[config.mk]
export PLATFORM = sky130hd
export DESIGN_NAME = instr_encoder
export DESIGN_NICKNAME = d
export VERILOG_FILES = /design/src/rtl/instr_encoder.sv
export SDC_FILE = /design/constraint.sdc
export NUM_CORES = 1
export LEC_CHECK = 0
export CELL_PAD_IN_SITES_DETAIL_PLACEMENT = 0
export CELL_PAD_IN_SITES_GLOBAL_PLACEMENT = 1
export CORE_MARGIN = 3
export CORE_UTILIZATION = 49
export DETAILED_ROUTE_END_ITERATION = 8
export GPL_ROUTABILITY_DRIVEN = 0
export HOLD_SLACK_MARGIN = 0.1
export PLACE_DENSITY = 0.88
export SYNTH_ARGS = -nofsm -noshare
export SYNTH_HDL_FRONTEND = slang
export SYNTH_SLANG_ARGS = --single-unit
export TNS_END_PERCENT = 5
[constraint.sdc]
create_clock -name clk -period 4.1 [get_ports clk]
set_clock_uncertainty 0.05 [all_clocks]
set_input_delay 0.41 -clock clk [delete_from_list [all_inputs] [get_ports clk]]
set_output_delay 0.41 -clock clk [all_outputs]
set_load 0.03 [all_outputs]
[src/rtl/instr_encoder.sv]
// Control-bundle to instruction-word encoder with a DEPTH-entry output FIFO.
// Optional error counter enabled by defining INSTR_ENCODER_ERRCNT_EN.
module instr_encoder #(
  parameter int DEPTH = 4
) (
  input  logic        clk,
  input  logic        rst_n,
  input  logic        in_valid,
  output logic        in_ready,
  input  logic [10:0] in_ctl,
  input  logic [25:0] in_operand,
  output logic        out_valid,
  input  logic        out_ready,
  output logic [31:0] out_word,
  output logic        err,
  output logic [7:0]  err_count
);

  localparam int PW = $clog2(DEPTH);
  localparam int CW = PW + 1;

  logic [31:0]   mem_q [DEPTH];
  logic [31:0]   mem_d [DEPTH];
  logic [PW-1:0] wr_ptr_q, wr_ptr_d;
  logic [PW-1:0] rd_ptr_q, rd_ptr_d;
  logic [CW-1:0] count_q, count_d;
  logic          err_q, err_d;

  logic [5:0] opcode;
  logic       legal;
  logic       accept;
  logic       push;
  logic       pop;

  // Field order: regDst jump branch memRead memtoReg memWrite aluSrc regWrite aluOp
  always_comb begin
    legal  = 1'b1;
    opcode = 6'b000000;
    case (in_ctl)
      11'b1_0_0_0_0_0_0_1_000: opcode = 6'b000000;
      11'b1_0_0_0_0_0_1_1_000: opcode = 6'b000001;
      11'b0_0_0_1_1_0_1_1_011: opcode = 6'b100010;
      11'b0_0_0_0_0_0_1_1_011: opcode = 6'b100011;
      11'b0_0_0_0_0_1_1_0_011: opcode = 6'b101010;
      11'b0_0_1_0_0_0_0_0_100: opcode = 6'b000100;
      11'b0_0_1_0_0_0_0_0_101: opcode = 6'b000110;
      11'b0_1_0_0_0_0_0_0_000: opcode = 6'b010000;
      11'b0_0_0_0_0_0_0_0_000: opcode = 6'b111111;
      default: begin
        legal  = 1'b0;
        opcode = 6'b000000;
      end
    endcase
  end

  assign in_ready  = (count_q != CW'(DEPTH));
  assign out_valid = (count_q != '0);
  assign accept    = in_valid && in_ready;
  assign push      = accept && legal;
  assign pop       = out_valid && out_ready;

  always_comb begin
    mem_d    = mem_q;
    wr_ptr_d = wr_ptr_q;
    rd_ptr_d = rd_ptr_q;
    count_d  = count_q;
    err_d    = accept && !legal;
    if (push) begin
      mem_d[wr_ptr_q] = {opcode, in_operand};
      wr_ptr_d        = wr_ptr_q + PW'(1);
    end
    if (pop) begin
      rd_ptr_d = rd_ptr_q + PW'(1);
    end
    case ({push, pop})
      2'b10:   count_d = count_q + CW'(1);
      2'b01:   count_d = count_q - CW'(1);
      default: count_d = count_q;
    endcase
  end

  always_ff @(posedge clk or negedge rst_n) begin
    if (!rst_n) begin
      for (int i = 0; i < DEPTH; i++) mem_q[i] <= '0;
      wr_ptr_q <= '0;
      rd_ptr_q <= '0;
      count_q  <= '0;
      err_q    <= 1'b0;
    end else begin
      mem_q    <= mem_d;
      wr_ptr_q <= wr_ptr_d;
      rd_ptr_q <= rd_ptr_d;
      count_q  <= count_d;
      err_q    <= err_d;
    end
  end

  // Gated so stale storage never shows at the head once the FIFO is empty.
  assign out_word = out_valid ? mem_q[rd_ptr_q] : 32'd0;
  assign err      = err_q;

`ifdef INSTR_ENCODER_ERRCNT_EN
  logic [7:0] err_count_q, err_count_d;

  always_comb begin
    err_count_d = err_count_q;
    if (accept && !legal && (err_count_q != 8'hFF)) err_count_d = err_count_q + 8'd1;
  end

  always_ff @(posedge clk or negedge rst_n) begin
    if (!rst_n) err_count_q <= 8'd0;
    else        err_count_q <= err_count_d;
  end

  assign err_count = err_count_q;
`else
  assign err_count = 8'd0;
`endif

endmodule

==> metrics.csv, run 1 <==
stage,metric,value,unit
run_status,status,finished clean,
sta,hold_slack,71.7,ps
power_and_ir_drop,irDropWorstVdd,0.000279,V
worst_setup_path,path_max_fanout,17,
synth,yosys_warnings,0,
worst_setup_path,path_cells,buf_4 -> mux4_2 -> and2_1 -> clkdlybuf4s50_1,
synth,synth_edf_count,0,
detailed_routing,top_layer_used,met4,
sta,finalSetupViolations,0,
synth,yosys.cell_types.count,41,
detailed_routing,post_drt_wl_per_cell,18.9,µm
worst_setup_path,critPathTopFamily,buffers and inverters,
sta,hold_viol_final,0,
die,start_util,50.4,%
worst_setup_path,worstRegToRegCells,10,
detailed_routing,dr_wl_met3,634,µm
place,dpl.hpwl,8.51,mm
die,num_io_pins,84,
detailed_routing,wirelength_met1,5.79,mm
die,die_h,120,µm
clock_network,numCtsBuffers,17,
worst_setup_path,crit_end,out_word[31],
global_routing,antenna_found_initial,0,
power_and_ir_drop,p_int,2730,µW
worst_setup_path,worst-r2r-setup-slack,1530,ps
power_and_ir_drop,power_density,470,mW/mm²
power_and_ir_drop,power.share.sequential,41.7,%
detailed_routing,wl_met2,6.59,mm
detailed_routing,remaining_drc_errors,0,
sta,rsz0062_at_grt,false,
sta,tns,0,ps
worst_setup_path,slowest_delay,750,ps
synth,synth-seq-cells,136,
sta,slew_headroom,21.5,%
global_routing,grt_max_degree,109,
worst_hold_path,hold_path.class,in -> async,
detailed_routing,drtIter0Drc,307,
global_routing,grt_overflow,0,
synth,syn_avg_cell_area,14.5,µm²
power_and_ir_drop,leakage,0.00371,µW
synth,synth_largest_area_cell,dfrtp_1,
clock_network,htree_num_levels,4,
clock_network,postCtsSetupRepairBufs,0,
clock_network,clk_latency,420,ps
synth,yosysMostFrequentCell,dfrtp_1,
global_routing,grt_pass1_wl,21.7,mm
layout,drive_gt1_share,21.7,%
detailed_routing,drtAntennaViolNets,0,
global_routing,grt_pass1_vias,4287,
synth,synth_top_area_share,53.0,%
synth,syn_area,0.00642,mm²
clock_network,cts_tree,done,
layout,n_antenna_cell,0,
worst_setup_path,critPathRequiredTime,3640,ps
worst_setup_path,critPathBufInv,2,
worst_setup_path,startpoint_type,flop,
power_and_ir_drop,combPwrFrac,15.8,%
synth,ys_top_cells_by_area,"dfrtp_1 53%, mux2_1 13%, mux4_2 11%",
worst_setup_path,crit_path_top_delay_cell,dfrtp_2,
clock_network,cts.clk_slew.worst_paths,50,ps
detailed_routing,vias,3935,
detailed_routing,wl,13.3,mm
synth,synthTopCellsByCount,"136 x dfrtp_1, 72 x mux2_1, 36 x and2_1, 32 x mux2_2, 32 x mux4_2",
worst_setup_path,crit_arrival,2920,ps
worst_setup_path,crit_type,reg -> out,
synth,synthCells,444,
layout,final_util,62.3,%
layout,syn_to_final_growth,23.6,%
worst_setup_path,r2r_end,count_q[2],
place,portBuffers,75,
detailed_routing,drt-pass1-iter-count,4,
power_and_ir_drop,net-switching-power,1000,µW
layout,nNetsFinal,569,
clock_network,cts-hold-fix-buffers,0,
synth,synthArstFlopShare,100,%
die,core_region_area,0.0127,mm²
power_and_ir_drop,clkPwrFrac,42.5,%
sta,period_minus_slack,3380,ps
synth,yosysSeqAreaShare,53.0,%
clock_network,cts_resized,0,
global_routing,grt.total_usage,19.4,%
sta,worst_slew_pin_slew,1180,ps
die,die_area,0.0145,mm²
clock_network,cts_sinks,136,
power_and_ir_drop,swShare,26.8,%
sta,fmax,296,MHz
power_and_ir_drop,total_power,3730,µW
sta,drv_slew,0,
worst_setup_path,path_depth,4,
clock_network,root_buffer,clkbuf_16,
flow_run,cap_violations,0,
sta,final.period_utilization,82.5,%
worst_setup_path,r2r_start,count_q[0],
worst_setup_path,startpoint,rd_ptr_q[0],
die,die-width,120,µm
synth,synthFlopType,dfrtp_1,
worst_setup_path,cp-end-kind,output pin,
clock_network,clk_path_buf_depth,2,
die,rows,41,
detailed_routing,via_per_inst,5.57,
state kept, by name, summed over array words and instances, names as in the netlist:
register / count
rd_ptr_q: 2
mem_q: 128
err: 1
wr_ptr_q: 2
count_q: 3
worst register-to-register path, stage by stage (launching register included):
cell,delay (ps)
dfrtp_1,410
or3b_2,460
and2_1,250
nor2b_1,190
inv_1,110
ha_1,180
inv_1,60
fa_1,370
xor2_1,150
nor2_1,110
xor2_1,150
metrics by stage:
stage	area (µm²)	instances	setup WS [ps]
floorplan	6440	451	1480
global placement	7310	675	442
detailed placement	7310	675	337
CTS	7930	707	652
global route	7930	707	483
finish	7930	707	719
logic make-up (layout without fill, tap and decap cells):
kind of cell / Yosys count / after routing / synth area share, %
adder cells (fa/ha/maj): 6 / 6 / 1.29
multiplexers: 137 / 137 / 29.6
other: 1 / 8 / 0.0584
AND/OR/NAND/NOR: 69 / 69 / 6.82
flip-flops: 136 / 136 / 53.0
AO/OA/AOI/OAI: 50 / 50 / 5.05
XOR/XNOR: 7 / 7 / 0.955
buffers and inverters: 38 / 122 / 3.16
power by group through the flow:
| stage | Clock [µW] | Sequential (µW) | Combinational [µW] |
|---|---|---|---|
| 2_1_floorplan | 0 | 1450 | 486 |
| 3_3_place_gp | 0 | 1580 | 588 |
| 3_5_place_dp | 0 | 1580 | 599 |
| 4_1_cts | 1610 | 1560 | 602 |
| 5_1_grt | 1670 | 1570 | 644 |
| 6_report | 1580 | 1550 | 590 |
worst min-delay path by stage:
stage                     cells past startpoint  slack (ps)          to
after floorplan                               0          60  count_q[0]
final                                         1          70   mem_q[80]
after detailed placement                      1         420   mem_q[56]
after global routing                          1         140   mem_q[80]
after global placement                        1         410   mem_q[55]
after CTS                                     1         110  mem_q[110]
per-layer routing:
layer	vias up	GRT usage, %
li1	1769	-
met1	2043	25.3
met2	96	31.3
met3	27	4.63
met4	0	8.22
met5	-	0
final cells by class:
class,count,area [µm²]
fill,1007,4790
multi-input combinational,277,2840
clock inverter,13,178
sequential,136,3410
timing repair buffer,83,825
inverter,7,26.3
clock buffer,19,443
tap,172,215
cell usage in the layout (no fill, tap or decap), types with 7 or more instances in the layout:
| cell type | Yosys | routed |
|---|---|---|
| clkdlybuf4s50_1 | 0 | 74 |
| dfrtp_1 | 136 | 134 |
| buf_4 | 16 | 7 |
| o21ai_0 | 31 | 31 |
| mux4_2 | 32 | 32 |
| clkbuf_16 | 0 | 17 |
| mux2_2 | 32 | 32 |
| and2_1 | 36 | 36 |
| nand2_1 | 9 | 9 |
| conb_1 | 1 | 8 |
| mux2_1 | 72 | 72 |
| inv_1 | 7 | 7 |
No activity file was read; power rests on OpenSTA's default activity.
==> run 2, diff against run 1 <==
--- a/config.mk
+++ b/config.mk
@@ -8,11 +8,11 @@
 export CELL_PAD_IN_SITES_DETAIL_PLACEMENT = 0
 export CELL_PAD_IN_SITES_GLOBAL_PLACEMENT = 1
 export CORE_MARGIN = 3
-export CORE_UTILIZATION = 49
+export CORE_UTILIZATION = 41
 export DETAILED_ROUTE_END_ITERATION = 8
 export GPL_ROUTABILITY_DRIVEN = 0
 export HOLD_SLACK_MARGIN = 0.1
-export PLACE_DENSITY = 0.88
+export PLACE_DENSITY = 0.79
 export SYNTH_ARGS = -nofsm -noshare
 export SYNTH_HDL_FRONTEND = slang
 export SYNTH_SLANG_ARGS = --single-unit
==> constraint.sdc (replaced) <==
create_clock -name clk -period 2.8 [get_ports clk]
set_clock_uncertainty 0.05 [all_clocks]
set_input_delay 0.28 -clock clk [delete_from_list [all_inputs] [get_ports clk]]
set_output_delay 0.28 -clock clk [all_outputs]
set_load 0.03 [all_outputs]
==> metrics.csv, run 2 (synthesis results as in run 1) <==
stage,metric,value,unit
detailed_routing,drt-pass1-iter-count,4,
clock_network,root_buffer,clkbuf_16,
die,core_region_area,0.0153,mm²
clock_network,numCtsBuffers,17,
layout,largest_reg_flops,128,
detailed_routing,vias,3973,
detailed_routing,drtIter0Drc,222,
place,portBuffers,75,
clock_network,cts_tree,done,
global_routing,antenna_found_initial,0,
die,die-width,131,µm
layout,layout_commonest_cell,dfrtp_1,
worst_setup_path,crit_path_top_delay_cell,clkdlybuf4s50_1,
worst_setup_path,slowest_delay,590,ps
layout,syn_to_final_growth,28.5,%
global_routing,grt_pass1_vias,4382,
layout,nNetsFinal,595,
die,num_io_pins,84,
sta,slew_headroom,64.9,%
place,dpl_cell_area,0.00763,mm²
die,rows,45,
sta,fmax,372,MHz
worst_setup_path,path_cells,buf_4 -> mux4_2 -> and2_1 -> clkdlybuf4s50_1,
worst_setup_path,critPathRequiredTime,2470,ps
worst_setup_path,startpoint_type,flop,
place,dpl.hpwl,9.38,mm
layout,top_register,mem_q,
clock_network,htree_num_levels,4,
global_routing,grt_pass1_wl,22.7,mm
sta,hold_viol_final,0,
detailed_routing,via_per_inst,5.15,
sta,worst_slew_pin_slew,527,ps
worst_setup_path,crit_end,out_word[27],
power_and_ir_drop,power_density,650,mW/mm²
layout,final_cell_mix,"134 x dfrtp_1, 72 x mux2_1, 64 x clkdlybuf4s50_1, 36 x and2_1",
sta,tns,0,ps
sta,finalSetupViolations,0,
layout,n_antenna_cell,0,
clock_network,clk_latency,410,ps
worst_setup_path,crit_arrival,2360,ps
detailed_routing,remaining_drc_errors,0,
worst_setup_path,startpoint,rd_ptr_q[0],
global_routing,grt_overflow,0,
detailed_routing,drtAntennaViolNets,0,
worst_hold_path,hold_path.class,in -> async,
layout,stdcell_area,0.00824,mm²
detailed_routing,post_drt_wl_per_cell,17.7,µm
flow_run,cap_violations,0,
die,die_area,0.0172,mm²
sta,rsz0062_at_grt,false,
worst_setup_path,worst-r2r-setup-slack,380,ps
layout,drive_gt1_share,25.3,%
power_and_ir_drop,irDropWorstVdd,0.000446,V
worst_setup_path,r2r_start,count_q[0],
clock_network,cts.clk_slew.worst_paths,50,ps
worst_setup_path,crit_type,reg -> out,
layout,top_regs,"mem_q (128), count_q (3)",
power_and_ir_drop,leakage,0.00400,µW
sta,drv_slew,0,
die,die_h,131,µm
layout,layout.cells.non_filler,772,
layout,final_util,54.0,%
worst_setup_path,cp-end-kind,output pin,
clock_network,clk_path_buf_depth,2,
die,start_util,42.1,%
worst_setup_path,worstRegToRegCells,10,
worst_setup_path,path_max_fanout,12,
place,dpl.cell_count,739,
sta,period_minus_slack,2690,ps
sta,final.period_utilization,96.0,%
clock_network,cts_sinks,136,
global_routing,grt.total_usage,16.7,%
run_status,status,finished clean,
global_routing,grt_max_degree,59,
detailed_routing,wl,13.7,mm
worst_setup_path,r2r_end,count_q[2],
run 2: cell types whose count changed in the layout (fill, tap and decap cells not counted), sizes merged:
cell	before	now
buf	9	34
bufinv	4	1
clkdlybuf4s50	74	64
clkinv	7	3
clkinvlp	2	7
dlygate4sd3	0	1
dlymetal6s2s	0	10
inv	7	9
run 2: worst max-delay path, delay by kind of cell (launching register included):
family / cells / cell delay (ps)
and+or+nand+nor: 1 / 180
DFF: 1 / 380
buffers and inverters: 2 / 860
muxes: 1 / 520
run 2: final cells by class:
| class | count | area [µm²] |
|---|---|---|
| flip-flops and latches | 136 | 3410 |
| inverters | 7 | 26.3 |
| fillers | 1291 | 7010 |
| well taps | 211 | 264 |
| clock inverters | 13 | 123 |
| multi-input cells | 277 | 2840 |
| clock buffers | 19 | 453 |
| repair buffers | 109 | 1130 |
run 2: metal layers:
metal | share of wire (%) | global-route usage (%)
met1 | 43 | 21.5
met2 | 51 | 28.0
met3 | 3.9 | 4.56
met4 | 1.3 | 5.08
met5 | 0 | 0
run 2: stage by stage:
stage	hold WS (ps)	setup WS (ps)	power (µW)
2_1_floorplan	-65.6	176	2830
4_1_cts	323	22.3	5450
3_3_place_gp	176	60.6	3290
3_5_place_dp	193	-6.27	3300
5_1_grt	356	1.50	5610
6_report	314	111	5360
run 2: power breakdown:
part / leakage (µW) / switching, µW / internal (µW)
Clock: 0.000260 / 842 / 1270
Combinational: 0.00187 / 578 / 515
Sequential: 0.00187 / 101 / 2050
run 2: what timing repair did:
item | 4_1_cts | 5_1_grt
buffers inserted | 0 | 0
hold endpoints to repair | 43 | 0
gates resized for setup | 0 | 10
setup endpoints to repair | 0 | 10
hold buffers | 1 | 0
run 2: worst min-delay path by stage:
| stage | from | end | cells after the start | slack (ps) |
|---|---|---|---|---|
| finish | rst_n | mem_q[109] | 2 | 310 |
| global route | rst_n | mem_q[112] | 2 | 360 |
| CTS | rst_n | mem_q[112] | 2 | 320 |
| detailed placement | rst_n | mem_q[109] | 1 | 190 |
| global placement | rst_n | mem_q[109] | 1 | 180 |
| floorplan | rst_n | count_q[0] | 0 | -70 |
==> run 3, diff against run 2 <==
--- a/config.mk
+++ b/config.mk
@@ -7,6 +7,7 @@
 export LEC_CHECK = 0
 export CELL_PAD_IN_SITES_DETAIL_PLACEMENT = 0
 export CELL_PAD_IN_SITES_GLOBAL_PLACEMENT = 1
+export CORE_ASPECT_RATIO = 2
 export CORE_MARGIN = 3
 export CORE_UTILIZATION = 41
 export DETAILED_ROUTE_END_ITERATION = 8
==> metrics.csv, run 3 (synthesis results as in run 1) <==
stage,metric,value,unit
worst_setup_path,cp-end-kind,output pin,
layout,final_cell_mix,"135 x dfrtp_1, 72 x mux2_1, 58 x clkdlybuf4s50_1, 36 x and2_1",
die,die_area,0.0173,mm²
detailed_routing,drtIter0Drc,120,
clock_network,root_buffer,clkbuf_16,
global_routing,grt_pass1_wl,23.5,mm
worst_setup_path,crit_path_top_delay_cell,clkdlybuf4s50_1,
detailed_routing,via_per_inst,5.37,
die,rows,64,
place,dpl.hpwl,9.82,mm
global_routing,grt_pass1_vias,4575,
worst_hold_path,hold_path.class,in -> async,
worst_setup_path,r2r_start,count_q[0],
sta,worst_slew_pin_slew,737,ps
clock_network,postCtsSetupRepairBufs,0,
detailed_routing,vias,4058,
layout,layout_commonest_cell,dfrtp_1,
clock_network,cts.clk_slew.worst_paths,60,ps
sta,tns,0,ps
detailed_routing,drtAntennaViolNets,0,
flow_run,cap_violations,0,
power_and_ir_drop,swShare,28.3,%
detailed_routing,post_drt_wl_per_cell,18.6,µm
layout,layout.cells.non_filler,755,
sta,drv_slew,0,
clock_network,cts_tree,done,
worst_setup_path,worstRegToRegCells,10,
layout,n_antenna_cell,0,
detailed_routing,remaining_drc_errors,0,
layout,syn_to_final_growth,27.8,%
worst_setup_path,slowest_delay,590,ps
layout,top_regs,"mem_q (128), count_q (3)",
die,core_region_area,0.0153,mm²
power_and_ir_drop,combPwrFrac,21.3,%
layout,largest_reg_flops,128,
global_routing,antenna_found_initial,0,
sta,layout_setup_ws,118,ps
layout,top_register,mem_q,
clock_network,clk_path_buf_depth,2,
die,die_h,183,µm
place,portBuffers,75,
worst_setup_path,crit_type,reg -> out,
clock_network,numCtsBuffers,17,
sta,finalSetupViolations,0,
power_and_ir_drop,clkPwrFrac,38.8,%
worst_setup_path,crit_arrival,2350,ps
worst_setup_path,worst-r2r-setup-slack,410,ps
power_and_ir_drop,net-switching-power,1500,µW
clock_network,cts_sinks,136,
place,place_ws,2.69,ps
layout,nNetsFinal,592,
die,die-width,94.5,µm
global_routing,grt_overflow,0,
place,dpl.cell_count,723,
power_and_ir_drop,power_density,645,mW/mm²
worst_setup_path,path_max_fanout,29,
sta,slew_headroom,50.9,%
layout,drive_gt1_share,24.6,%
global_routing,grt_max_degree,81,
worst_setup_path,critPathRequiredTime,2470,ps
worst_setup_path,path_cells,or3_1 -> buf_4 -> and2_1 -> clkdlybuf4s50_1,
die,start_util,42.0,%
global_routing,grt.total_usage,17.7,%
clock_network,clk_latency,410,ps
sta,period_minus_slack,2680,ps
run_status,status,finished clean,
sta,hold_viol_final,0,
worst_setup_path,startpoint_type,flop,
detailed_routing,wl,14.1,mm
sta,rsz0062_at_grt,false,
sta,fmax,373,MHz
die,num_io_pins,84,
worst_setup_path,r2r_end,count_q[2],
power_and_ir_drop,p_int,3790,µW
detailed_routing,drt-pass1-iter-count,5,
power_and_ir_drop,power.share.sequential,39.9,%
power_and_ir_drop,irDropWorstVdd,0.000420,V
power_and_ir_drop,total_power,5290,µW
sta,final.period_utilization,95.8,%
power_and_ir_drop,leakage,0.00411,µW
clock_network,htree_num_levels,4,
==> run 3: what timing repair did <==
action / in CTS / in global routing
hold buffers: 1 / 0
setup endpoints to repair: 0 / 16
gates resized for setup: 0 / 16
endpoints found under the hold margin: 78 / 0
==> run 3: power by group through the flow <==
stage	Combinational, µW	Sequential (µW)	Clock (µW)
floorplan	712	2120	0
global placement	1140	2140	0
detailed placement	1160	2150	0
CTS	1170	2110	2100
global route	1230	2120	2190
finish	1130	2110	2050
==> run 3: worst max-delay path by stage <==
stage,start,end,slack [ps]
after floorplan,count_q[0],count_q[2],180
after global placement,in_ctl[2],count_q[2],20
after detailed placement,in_ctl[5],count_q[2],3
after CTS,count_q[0],out_word[27],40
after global routing,count_q[1],out_word[15],2
final,count_q[0],out_word[28],120
==> run 3: stage by stage <==
step | hold slack, ps | instance area [µm²] | util (%)
floorplan | -65.6 | 6440 | -
global placement | 298 | 7610 | 49.7
detailed placement | 322 | 7610 | 49.7
CTS | 436 | 8160 | 53.4
global route | 452 | 8200 | 53.6
finish | 415 | 8200 | 53.6
==> run 3: critical path: cells and delay by family, from the launching register on <==
kind          cells  cell delay, ps
flops             1             410
buf+inv           2             860
simple gates      2             640
==> run 3: area by class of cell <==
type                    count  area [µm²]
inverters                   7        26.3
repair buffers            106        1140
clock inverters            13         106
well taps                 198         248
flip-flops and latches    136        3400
fillers                  1271        7090
clock buffers              18         439
multi-input cells         277        2840
==> run 3: layer usage <==
layer  vias to the layer above  global-route usage (%)  wire, µm
met1                      2134                    19.1      5160
met3                        17                    3.20       432
met4                         0                    7.00       276
met5                         -                       0         0
li1                       1803                       -         -
met2                       104                    33.3      8190
